===== config.mk =====
export PLATFORM = sky130hd
export DESIGN_NAME = muldiv_unit
export DESIGN_NICKNAME = d
export VERILOG_FILES = /design/src/rtl/muldiv_pkg.sv /design/src/rtl/muldiv_step.sv /design/src/rtl/muldiv_unit.sv
export SDC_FILE = /design/constraint.sdc
export NUM_CORES = 1
export LEC_CHECK = 0
export CAP_MARGIN = 30
export CORE_UTILIZATION = 50
export DETAILED_ROUTE_END_ITERATION = 8
export PLACE_DENSITY = 0.71
export SLEW_MARGIN = 20
export SYNTH_ARGS = -nofsm -noshare
export SYNTH_HDL_FRONTEND = slang
export SYNTH_SLANG_ARGS = --single-unit

===== constraint.sdc =====
create_clock -name clk -period 9.02 [get_ports clk]
set_clock_uncertainty 0.05 [all_clocks]
set_input_delay 2.255 -clock clk [delete_from_list [all_inputs] [get_ports clk]]
set_output_delay 2.255 -clock clk [all_outputs]
set_load 0.01 [all_outputs]

===== src/rtl/muldiv_pkg.sv =====
// rtl/muldiv_pkg.sv - op encodings, FSM states and decode helpers for muldiv_unit
package muldiv_pkg;

  localparam logic [2:0] OP_MUL    = 3'b000;
  localparam logic [2:0] OP_MULH   = 3'b001;
  localparam logic [2:0] OP_MULHSU = 3'b010;
  localparam logic [2:0] OP_MULHU  = 3'b011;
  localparam logic [2:0] OP_DIV    = 3'b100;
  localparam logic [2:0] OP_DIVU   = 3'b101;
  localparam logic [2:0] OP_REM    = 3'b110;
  localparam logic [2:0] OP_REMU   = 3'b111;

  typedef enum logic [1:0] {IDLE, CALC, DONE} state_t;

  function automatic logic is_div(input logic [2:0] op);
    return op[2];
  endfunction

  function automatic logic is_signed_a(input logic [2:0] op);
    return (op == OP_MUL) || (op == OP_MULH) || (op == OP_MULHSU) ||
           (op == OP_DIV) || (op == OP_REM);
  endfunction

  function automatic logic is_signed_b(input logic [2:0] op);
    return (op == OP_MUL) || (op == OP_MULH) || (op == OP_DIV) || (op == OP_REM);
  endfunction

endpackage


===== src/rtl/muldiv_step.sv =====
// rtl/muldiv_step.sv - one shift-add (mode 0) or restoring trial-subtract (mode 1) iteration
// The divide path exists only when RV_MULDIV_DIV_EN is defined.
module muldiv_step #(
  parameter int XLEN = 32
) (
  input  logic              mode,
  input  logic [2*XLEN-1:0] acc,
  input  logic [XLEN-1:0]   operand,
  output logic [2*XLEN-1:0] acc_next
);

  logic [XLEN:0] sum;
`ifdef RV_MULDIV_DIV_EN
  logic [XLEN:0] shifted;
  logic [XLEN:0] diff;
`else
  logic unused_mode;
  assign unused_mode = mode;
`endif

  always_comb begin
    // Multiply: conditionally add into the upper half, keep the carry, shift right.
    sum      = {1'b0, acc[2*XLEN-1:XLEN]} + (acc[0] ? {1'b0, operand} : '0);
    acc_next = {sum, acc[XLEN-1:1]};
`ifdef RV_MULDIV_DIV_EN
    shifted  = {acc[2*XLEN-1:XLEN], acc[XLEN-1]};
    diff     = shifted - {1'b0, operand};
    if (mode) begin
      if (!diff[XLEN])
        acc_next = {diff[XLEN-1:0], acc[XLEN-2:0], 1'b1};
      else
        acc_next = {shifted[XLEN-1:0], acc[XLEN-2:0], 1'b0};
    end
`endif
  end

endmodule


===== src/rtl/muldiv_unit.sv =====
// rtl/muldiv_unit.sv - iterative RV32M multiply/divide unit with request/response handshakes
// Define RV_MULDIV_DIV_EN to build the divider; otherwise divide ops complete with resp_err.
module muldiv_unit
  import muldiv_pkg::*;
#(
  parameter  int XLEN  = 32,
  localparam int CNT_W = $clog2(XLEN) + 1
) (
  input  logic            clk,
  input  logic            rst,
  input  logic            req_valid,
  output logic            req_ready,
  input  logic [2:0]      req_op,
  input  logic [XLEN-1:0] req_a,
  input  logic [XLEN-1:0] req_b,
  output logic            resp_valid,
  input  logic            resp_ready,
  output logic [XLEN-1:0] resp_data,
  output logic            resp_err
);

  state_t              state, state_next;
  logic [CNT_W-1:0]    cnt;
  logic [2:0]          op_q;
  logic [2*XLEN-1:0]   acc, acc_next, prod;
  logic [XLEN-1:0]     operand, mag_a, mag_b, result, spec_data;
  logic                sign_a, sign_b, neg_lo, special, last_step;

  assign sign_a    = is_signed_a(req_op) && req_a[XLEN-1];
  assign sign_b    = is_signed_b(req_op) && req_b[XLEN-1];
  assign mag_a     = sign_a ? -req_a : req_a;
  assign mag_b     = sign_b ? -req_b : req_b;
  assign last_step = (cnt == CNT_W'(1));
  assign req_ready  = (state == IDLE);
  assign resp_valid = (state == DONE);

`ifdef RV_MULDIV_DIV_EN
  logic neg_rem, div_zero, div_ovf;
  assign div_zero  = (req_b == '0);
  assign div_ovf   = is_signed_b(req_op) && (req_a == {1'b1, {(XLEN-1){1'b0}}}) && (&req_b);
  assign special   = is_div(req_op) && (div_zero || div_ovf);
  // op bit 1 distinguishes REM/REMU from DIV/DIVU
  assign spec_data = req_op[1] ? (div_zero ? req_a : '0) : (div_zero ? '1 : req_a);
  assign resp_err  = 1'b0;
`else
  logic err_q;
  assign special   = is_div(req_op);
  assign spec_data = '0;
  assign resp_err  = err_q;
`endif

  muldiv_step #(.XLEN(XLEN)) u_step (
    .mode     (is_div(op_q)),
    .acc      (acc),
    .operand  (operand),
    .acc_next (acc_next)
  );

  always_comb begin
    prod   = neg_lo ? -acc_next : acc_next;
    result = (op_q == OP_MUL) ? prod[XLEN-1:0] : prod[2*XLEN-1:XLEN];
`ifdef RV_MULDIV_DIV_EN
    if (is_div(op_q)) begin
      if (op_q[1])
        result = neg_rem ? -acc_next[2*XLEN-1:XLEN] : acc_next[2*XLEN-1:XLEN];
      else
        result = neg_lo ? -acc_next[XLEN-1:0] : acc_next[XLEN-1:0];
    end
`endif
  end

  always_ff @(posedge clk or posedge rst) begin
    if (rst) state <= IDLE;
    else     state <= state_next;
  end

  always_comb begin
    state_next = state;
    case (state)
      IDLE:    if (req_valid) state_next = special ? DONE : CALC;
      CALC:    if (last_step) state_next = DONE;
      DONE:    if (resp_ready) state_next = IDLE;
      default: state_next = IDLE;
    endcase
  end

  always_ff @(posedge clk or posedge rst) begin
    if (rst) begin
      cnt       <= '0;
      op_q      <= OP_MUL;
      acc       <= '0;
      operand   <= '0;
      neg_lo    <= 1'b0;
      resp_data <= '0;
`ifdef RV_MULDIV_DIV_EN
      neg_rem   <= 1'b0;
`endif
    end else begin
      case (state)
        IDLE: if (req_valid) begin
          op_q <= req_op;
          cnt  <= CNT_W'(XLEN);
          if (special) begin
            resp_data <= spec_data;
          end else begin
            acc     <= {{XLEN{1'b0}}, mag_a};
            operand <= mag_b;
            neg_lo  <= sign_a ^ sign_b;
`ifdef RV_MULDIV_DIV_EN
            neg_rem <= sign_a;
`endif
          end
        end
        CALC: begin
          acc <= acc_next;
          cnt <= cnt - CNT_W'(1);
          if (last_step) resp_data <= result;
        end
        default: ;
      endcase
    end
  end

`ifndef RV_MULDIV_DIV_EN
  always_ff @(posedge clk or posedge rst) begin
    if (rst)                                err_q <= 1'b0;
    else if (state == IDLE && req_valid)    err_q <= special;
  end
`endif

endmodule


Word level (Yosys, flattened, before mapping):

Index checks and enable logic that the tools add are counted.

* flip-flop bits (word level): 141
* input bits: 71
* output and inout bits: 35
* word-level logic and storage cells: 65

* add/sub/neg operators: 5
* eq/ne operators: 12
* mux-type cells: 19
* bitwise operators: 2
* reductions and logical operators: 19

Operator list (count)
* $mux 32: 7
* $mux 64: 3
* $pmux 64 s2: 1
* $neg 32->32: 2
* $neg 64->64: 1
* $pmux 32 s2: 1
* $add 32x33->33: 1
* $pmux 6 s2: 1
* $reduce_and 3->1: 3
* $mux 2: 4
* $eq 3x3->1 const B: 2
* $eq 6x1->1 const B: 1
* $logic_not 3->1: 2
* $logic_or 1x1->1: 6
* $mux 6: 1
* $ne 2x2->1 const B: 3
* $pmux 2 s3: 1
* $sub 6x1->6 const B: 1
* $ne 2x1->1 const B: 2
* $reduce_and 2->1: 2
* $reduce_and 4->1: 1
* $eq 3x1->1 const B: 1
* $eq 3x2->1 const B: 1
* $logic_and 1x1->1: 3
* other kinds (6): 6

Longest topological paths before layout:

Gate-level depths: netlist (run 1).

* depth in word-level cells: 10
* gate-level depth with buffers: 16
* mapped depth without buffers: 14

Cells and area by module:

Synthesis (run 1) repeated with hierarchy kept, for this count alone.

* cells, all modules: 1411
* area total of the unflattened synthesis: 11229.5 sq um

By module, submodules not included
* muldiv_unit: instances 1, cells each 1058, area each 8800.9 sq um, sequential area each 3503.4 sq um
* muldiv_step: instances 1, cells each 353, area each 2428.6 sq um, sequential area each 0.0 sq um

Worst setup path before layout (run 1):

Ideal clock, no wire load.

* path kind: input to register
* start point: input port req_b[10]
* end point: register operand[30]
* setup time: 0.129 ns
* arrival: 4.891 ns
* data required time: 8.841 ns
* path slack: 3.950 ns
* cell stages on the path: 11
* path buffers: 0
* path through: or4_1 nor4_1 nand2b_1 or4_1 nor3_1 nand2b_1 nor4_1 nand3b_1 o41ai_1 xor2_1 o21ai_1

* cells in the longest elaborated chain, start to end: 2

Ends and longest elaborated chain
* from (decl): RTL line muldiv_unit.sv:15 `input logic [XLEN-1:0] req_b,`
* $neg 32->32: RTL line muldiv_unit.sv:32 `assign mag_b = sign_b ? -req_b : req_b;`
* $mux 32: RTL line muldiv_unit.sv:32
* to (signal assigned): RTL line muldiv_unit.sv:107 `operand <= mag_b;`
* to (decl): RTL line muldiv_unit.sv:26 `logic [XLEN-1:0] operand, mag_a, mag_b, result, spec_data;`

No other way between the ends.
A chain may end at the register's enable or synchronous reset.

Worst setup path after layout (run 1):

Ends and elaborated chain as after synthesis.

==> results by group, run 1 <==
Placement
  – Port Buffers: 105
  – Pre-CTS WS: 3200 ps
  – GP Congestion: 0.915
  – Hpwl dp: 21,500 um

Floorplan
  – Num rows: 52
  – Io pins: 106
  – Core Box Area: 20,400 um^2
  – Die Ht: 147 um
  – DIE AREA: 21,600 um^2
  – Initial Util: 51.4%
  – Die W: 147 um

STA
  – Fin Hold WS: 424 ps
  – Final hold violations: 0
  – Slew @ Worst Pin: 856 ps
  – Max-slew violations: 0
  – Final min period: 5380 ps
  – Relative slew slack: 42.9%
  – RSZ-0062 raised after global routing: false
  – # setup viols final: 0
  – Final WS setup: 3640 ps
  – Period utilisation layout: 59.7%
  – Peak Freq: 186 MHz
  – Setup TNS: 0 ps

Clock network
  – CTS tree: done
  – # clock sinks: 140
  – PostCTS Resize Cnt: 0
  – Htree depth: 4
  – Setup Buffers After CTS: 0
  – Max clock buf depth: 2
  – CTS Hold Buffers Added: 0
  – Clock transition at path regs: 60 ps
  – Worst-Skew Late Latency: 440 ps
  – CTS Buf Count: 17
  – Root Buffer: clkbuf_16

Critical path
  – R2r startpoint: acc[0]$_DFFE_PP0P_
  – Critical Path Source Type: input port
  – R2R setup slack: 3680 ps
  – CP Capture Type: flop
  – Critical path type: in2reg
  – CP Max Fanout: 4
  – Worst setup startpoint: req_b[10]
  – WP data arrival: 5650 ps
  – CP required: 9290 ps

Cells and area
  – # nets final: 1,468
  – Area delta synth->final: 17.3%
  – ANT cells: 0
  – Share of cells above drive strength 1: 5.69%

Pwr
  – P_leak: 5.10 nW
  – PD cells: 352 nW/um^2
  – Reg power frac: 26.4%
  – Switching part of the total: 47.9%
  – Internal power: 2.26 mW
  – Worst VDD drop: 0.227 mV
  – Clock Power Share: 16.9%
  – Logic pwr share: 56.7%
  – Net switching power: 2.08 mW

Synthesis
  – Cell Area, Synth: 10,500 um^2
  – Post-synth EDFFs: 0
  – Yosys reg bits: 140
  – Register area share after synthesis: 33.3%
  – Synthesized area per cell: 8.07 um^2
  – Area leader, netlist: dfrtp_1
  – Distinct cells, synth: 79
  – Synth top area cells: dfrtp_1 33%, o21ai_0 7.7%, xor2_1 6.3%
  – Synth Instances: 1,302
  – Syn nets: 1,411
  – Yosys top cell area share: 33.3%
  – Async SR Flop Fraction: 100%
  – Synth Warn #: 0
  – Primary FF master, synth: dfrtp_1

Hold path
  – Hold_sp: operand[9]$_DFFE_PP0P_
  – Worst Hold Class: reg2reg

Global routing
  – Vias in the first global route: 9,094
  – First-pass GRT wire length: 47,000 um
  – Global router's overall resource usage: 27.5%
  – Congestion Overflow GR: 0
  – Largest net degree at the start of global routing: 85
  – Initial antenna violation count: 0

Drt
  – Post-route ant nets: 0
  – Pre-antenna DRT Iters: 5
  – Vias per cell: 6.04
  – Avg WL per Cell: 17.7 um
  – Vias: 9,920
  – DRT iter0 DRCs: 847
  – Drc violations: 0
  – WL final: 29,000 um

Run
  – Max Cap Viol: 0

Run status
  – Status: completed
-- synth_stat cells (all sizes together) (16+ instances only) --
cell type  number
a21oi          78
a22oi          31
and2           41
clkbuf         67
dfrtp         140
ha             37
inv            23
nand2         166
nand3          48
nand4          16
nor2           81
nor3           27
o21ai         184
o31ai          29
or3            17
xnor2          63
xor2           75
-- stage by stage --
step                      instances  instance area, um^2  power, mW  utilization [%]
after floorplan                1302                10500       2.84                -
after global placement         1606                11700       3.50             57.1
after detailed placement       1609                11700       3.57             57.4
after CTS                      1641                12300       4.32             60.3
after global routing           1642                12300       4.65             60.4
final                          1642                12300       4.34             60.4
-- state kept, by name, indices dropped and copies added, names as in the netlist --
register,count
resp_data,32
acc,64
cnt,6
state,2
neg_lo,1
op_q,3
operand,32
-- kinds of logic after synthesis --
kind of cell               count (synthesis)  synth area share (%)
muxes                                     10                  1.04
and+or+nand+nor                          464                  22.0
xor gates and xnor gates                 138                  11.5
AOI/OAI and AO/OA                        410                  23.8
DFF                                      140                  33.3
buffers and inverters                    102                  3.74
adders and majority gates                 38                  4.60
-- metal layers --
| layer | up-vias | routed length [um] | global-route usage [%] |
|---|---|---|---|
| li1 | 4825 | - | - |
| met1 | 4726 | 13800 | 39.8 |
| met2 | 331 | 13000 | 42.1 |
| met3 | 38 | 1670 | 4.47 |
| met4 | 0 | 557 | 8.09 |
| met5 | - | 0 | 0 |
-- power groups by stage --
stage	combinational (mW)	sequential [mW]	clock, mW
final	2.46	1.15	0.733
after detailed placement	2.43	1.15	0
after floorplan	1.76	1.08	0
after CTS	2.44	1.14	0.736
after global placement	2.36	1.14	0
after global routing	2.70	1.18	0.764
-- cells in the final DEF (no fill, tap or decap), drive strengths merged, types with 31 or more instances in the layout --
cell type	instances
inv	31
nand3	48
clkdlybuf4s50	105
a21oi	78
a22oi	31
and2	41
nor2	81
o21ai	184
dfrtp	140
nand2	166
xor2	75
xnor2	63
ha	37
-- layout make-up --
class | count | area (um^2)
multi-input cells | 1060 | 6630
clock buffers | 17 | 425
well taps | 270 | 338
fillers | 1834 | 8100
clock inverters | 15 | 176
flip-flops and latches | 140 | 3500
repair buffers | 116 | 1160
inverters | 24 | 95.1
-- worst paths after layout --
kind	to	cells past startpoint
max reg2reg	resp_data[28]$_DFFE_PP0P_	12
min	operand[9]$_DFFE_PP0P_	2
max in group asynchronous	cnt[4]$_DFFE_PP0P_	3
min in group asynchronous	resp_data[10]$_DFFE_PP0P_	2
max	operand[30]$_DFFE_PP0P_	12
min reg2reg	operand[9]$_DFFE_PP0P_	2
-- worst max-delay path, stage by stage --
cell             delay [ps]
clkdlybuf4s50_1         450
or4_1                   600
nor4_1                  270
nand2b_1                150
or4_1                   480
nor3_1                  230
nand2b_1                130
nor4_1                  370
nand3b_1                160
o41ai_1                 320
xor2_1                  170
o21ai_1                  60
Note: power is estimated with default switching activity, not from simulation.
==> run 2: changes to the inputs <==
--- a/config.mk
+++ b/config.mk
@@ -8,7 +8,7 @@
 export CAP_MARGIN = 30
 export CORE_UTILIZATION = 50
 export DETAILED_ROUTE_END_ITERATION = 8
-export PLACE_DENSITY = 0.71
+export PLACE_DENSITY = 0.74
 export SLEW_MARGIN = 20
 export SYNTH_ARGS = -nofsm -noshare
 export SYNTH_HDL_FRONTEND = slang
==> constraint.sdc (replaced) <==
create_clock -name clk -period 4.4 [get_ports clk]
set_clock_uncertainty 0.05 [all_clocks]
set_input_delay 1.1 -clock clk [delete_from_list [all_inputs] [get_ports clk]]
set_output_delay 1.1 -clock clk [all_outputs]
set_load 0.01 [all_outputs]
==> results by group, run 2 (synthesis gave the netlist of run 1 again) <==
Run status
  – Status: completed

Critical path
  – Crit path buffers/inverters: 0
  – Cell mode on critical path: or4b_4
  – Critical path's top delay family: simple AND/OR/NAND/NOR gates
  – CP required: 4670 ps
  – WP data arrival: 4610 ps
  – Crit-path cells: and2_4 -> ha_4 -> fa_2 -> a21o_4 -> a221oi_4 -> o22ai_2 -> or4_1 -> o211ai_1 -> nand2_1 -> or4b_4 -> or4b_4 -> o21ai_2 -> xor2_1 -> o21ai_1
  – CP Capture Type: flop
  – Critical-path top delay cell: or4b_4
  – CP Max Fanout: 4
  – Largest stage delay, worst path: 580 ps
  – Critical path type: reg2reg
  – Critical Path Source Type: flop

Cells and area
  – Most frequent cells in the layout: 166 x nand2_1, 159 x o21ai_0, 140 x dfrtp_1, 105 x clkdlybuf4s50_1, 81 x nor2_1
  – Largest registers: acc: 64 flops, operand: 32 flops, resp_data: 32 flops
  – ANT cells: 0
  – Filler cells: 1,777
  – Fin util: 63.7%
  – # nets final: 1,538
  – Area delta synth->final: 23.8%
  – Fin area: 13,000 um^2
  – Commonest non-fill, non-tap cell in the layout: nand2_1
  – Reg with most FFs: acc
  – Max reg flops: 64
  – Share of cells above drive strength 1: 11.7%

STA
  – Final hold violations: 0
  – Slew @ Worst Pin: 809 ps
  – # setup viols final: 0
  – RSZ-0062 raised after global routing: true
  – Setup TNS: 0 ps
  – Relative slew slack: 45.9%
  – Final min period: 4340 ps
  – Max-slew violations: 0
  – Period utilisation layout: 98.7%
  – Final WS setup: 58.1 ps
  – Peak Freq: 230 MHz
  – Fin Hold WS: 423 ps

Drt
  – Avg WL per Cell: 17.8 um
  – Vias per cell: 5.99
  – Pre-antenna DRT Iters: 5
  – DRT iter0 DRCs: 920
  – Vias: 10.2k
  – WL final: 30,400 um
  – Drc violations: 0
  – Post-route ant nets: 0

Floorplan
  – Core Box Area: 20,400 um^2
  – Initial Util: 51.4%
  – Num rows: 52
  – Die Ht: 147 um
  – Die W: 147 um
  – DIE AREA: 21,600 um^2
  – Io pins: 106

Clock network
  – Clock transition at path regs: 60 ps
  – Root Buffer: clkbuf_16
  – CTS Buf Count: 17
  – # clock sinks: 140
  – CTS tree: done
  – Worst-Skew Late Latency: 440 ps
  – CTS Hold Buffers Added: 0
  – Max clock buf depth: 2
  – Htree depth: 4

Placement
  – GP Congestion: 0.951
  – Placed Area: 12,300 um^2
  – Port Buffers: 105
  – Pre-CTS WS: -87.2 ps
  – Hpwl dp: 22,500 um

Global routing
  – First-pass GRT wire length: 49,800 um
  – Congestion Overflow GR: 0
  – Vias in the first global route: 9,657
  – Largest net degree at the start of global routing: 141
  – Global router's overall resource usage: 29.0%
  – Initial antenna violation count: 1

Pwr
  – PD cells: 732 nW/um^2
  – Worst VDD drop: 0.380 mV
  – P_leak: 5.44 nW

Run
  – Max Cap Viol: 0

Hold path
  – Worst Hold Class: reg2reg
==> run 2: changes by cell type in the layout (fill, tap and decap cells not counted), moves of 4 or more <==
cell,previous run,this run
buf_4,7,75
clkinv_2,0,4
ha_1,37,31
ha_2,0,4
inv_6,6,1
==> run 2: worst paths after layout <==
check                                             start                   endpoint  slack, ps  cells after the start
worst max-delay path                 acc[0]$_DFFE_PP0P_  resp_data[28]$_DFFE_PP0P_         60                     14
worst min-delay path            operand[25]$_DFFE_PP0P_    operand[25]$_DFFE_PP0P_        420                      2
worst min register to register  operand[25]$_DFFE_PP0P_    operand[25]$_DFFE_PP0P_        420                      2
max in group asynchronous                           rst    operand[18]$_DFFE_PP0P_       2500                      3
worst max register to register       acc[0]$_DFFE_PP0P_  resp_data[28]$_DFFE_PP0P_         60                     14
min in group asynchronous                           rst         acc[8]$_DFFE_PP0P_       1160                      3
==> run 2: cell type report <==
type                            instances  area (um^2)  share of cell area [%]
Clock buffer                           20          447                    3.43
Clock inverter                         11          120                   0.924
Inverter                               24         93.8                   0.722
Multi-Input combinational cell       1060         6780                    52.1
Sequential cell                       140         3500                    26.9
Tap cell                              270          338                    2.60
Timing Repair Buffer                  186         1720                    13.2
==> run 2: metal layers <==
layer | track usage, % | part of all wire (%) | vias up
met5 | 0 | 0 | -
met4 | 9.48 | 2.5 | 0
met3 | 3.94 | 5.6 | 59
met2 | 44.9 | 45 | 355
met1 | 41.8 | 47 | 4881
li1 | - | - | 4948
==> run 2: worst register-to-register path, stage by stage, from the launching register on <==
cell and delay [ps]:
dfrtp_1 410, and2_4 190, ha_4 170, fa_2 390
a21o_4 250, a221oi_4 320, o22ai_2 170, or4_1 490
o211ai_1 120, nand2_1 120, or4b_4 550, or4b_4 580
o21ai_2 170, xor2_1 190, o21ai_1 80
==> run 2: power by group <==
group / internal (mW) / switching [mW]
Combinational: 2.45 / 3.27
Clock: 0.844 / 0.590
Sequential: 1.83 / 0.546
Total: 5.12 / 4.40
==> run 2: per-stage QoR <==
stage          total power [mW]  instances
6_report                   9.52       1711
5_1_grt                    10.2       1711
3_5_place_dp               7.81       1678
2_1_floorplan              5.82       1302
3_3_place_gp               7.65       1676
4_1_cts                    9.29       1709
==> run 2: repair_timing <==
action,in CTS,in global routing
endpoints found under the setup margin,2,11
gates cloned,0,0
hold endpoints to repair,0,0
buffers inserted,0,1
resized for setup,2,30
pin swaps,1,15
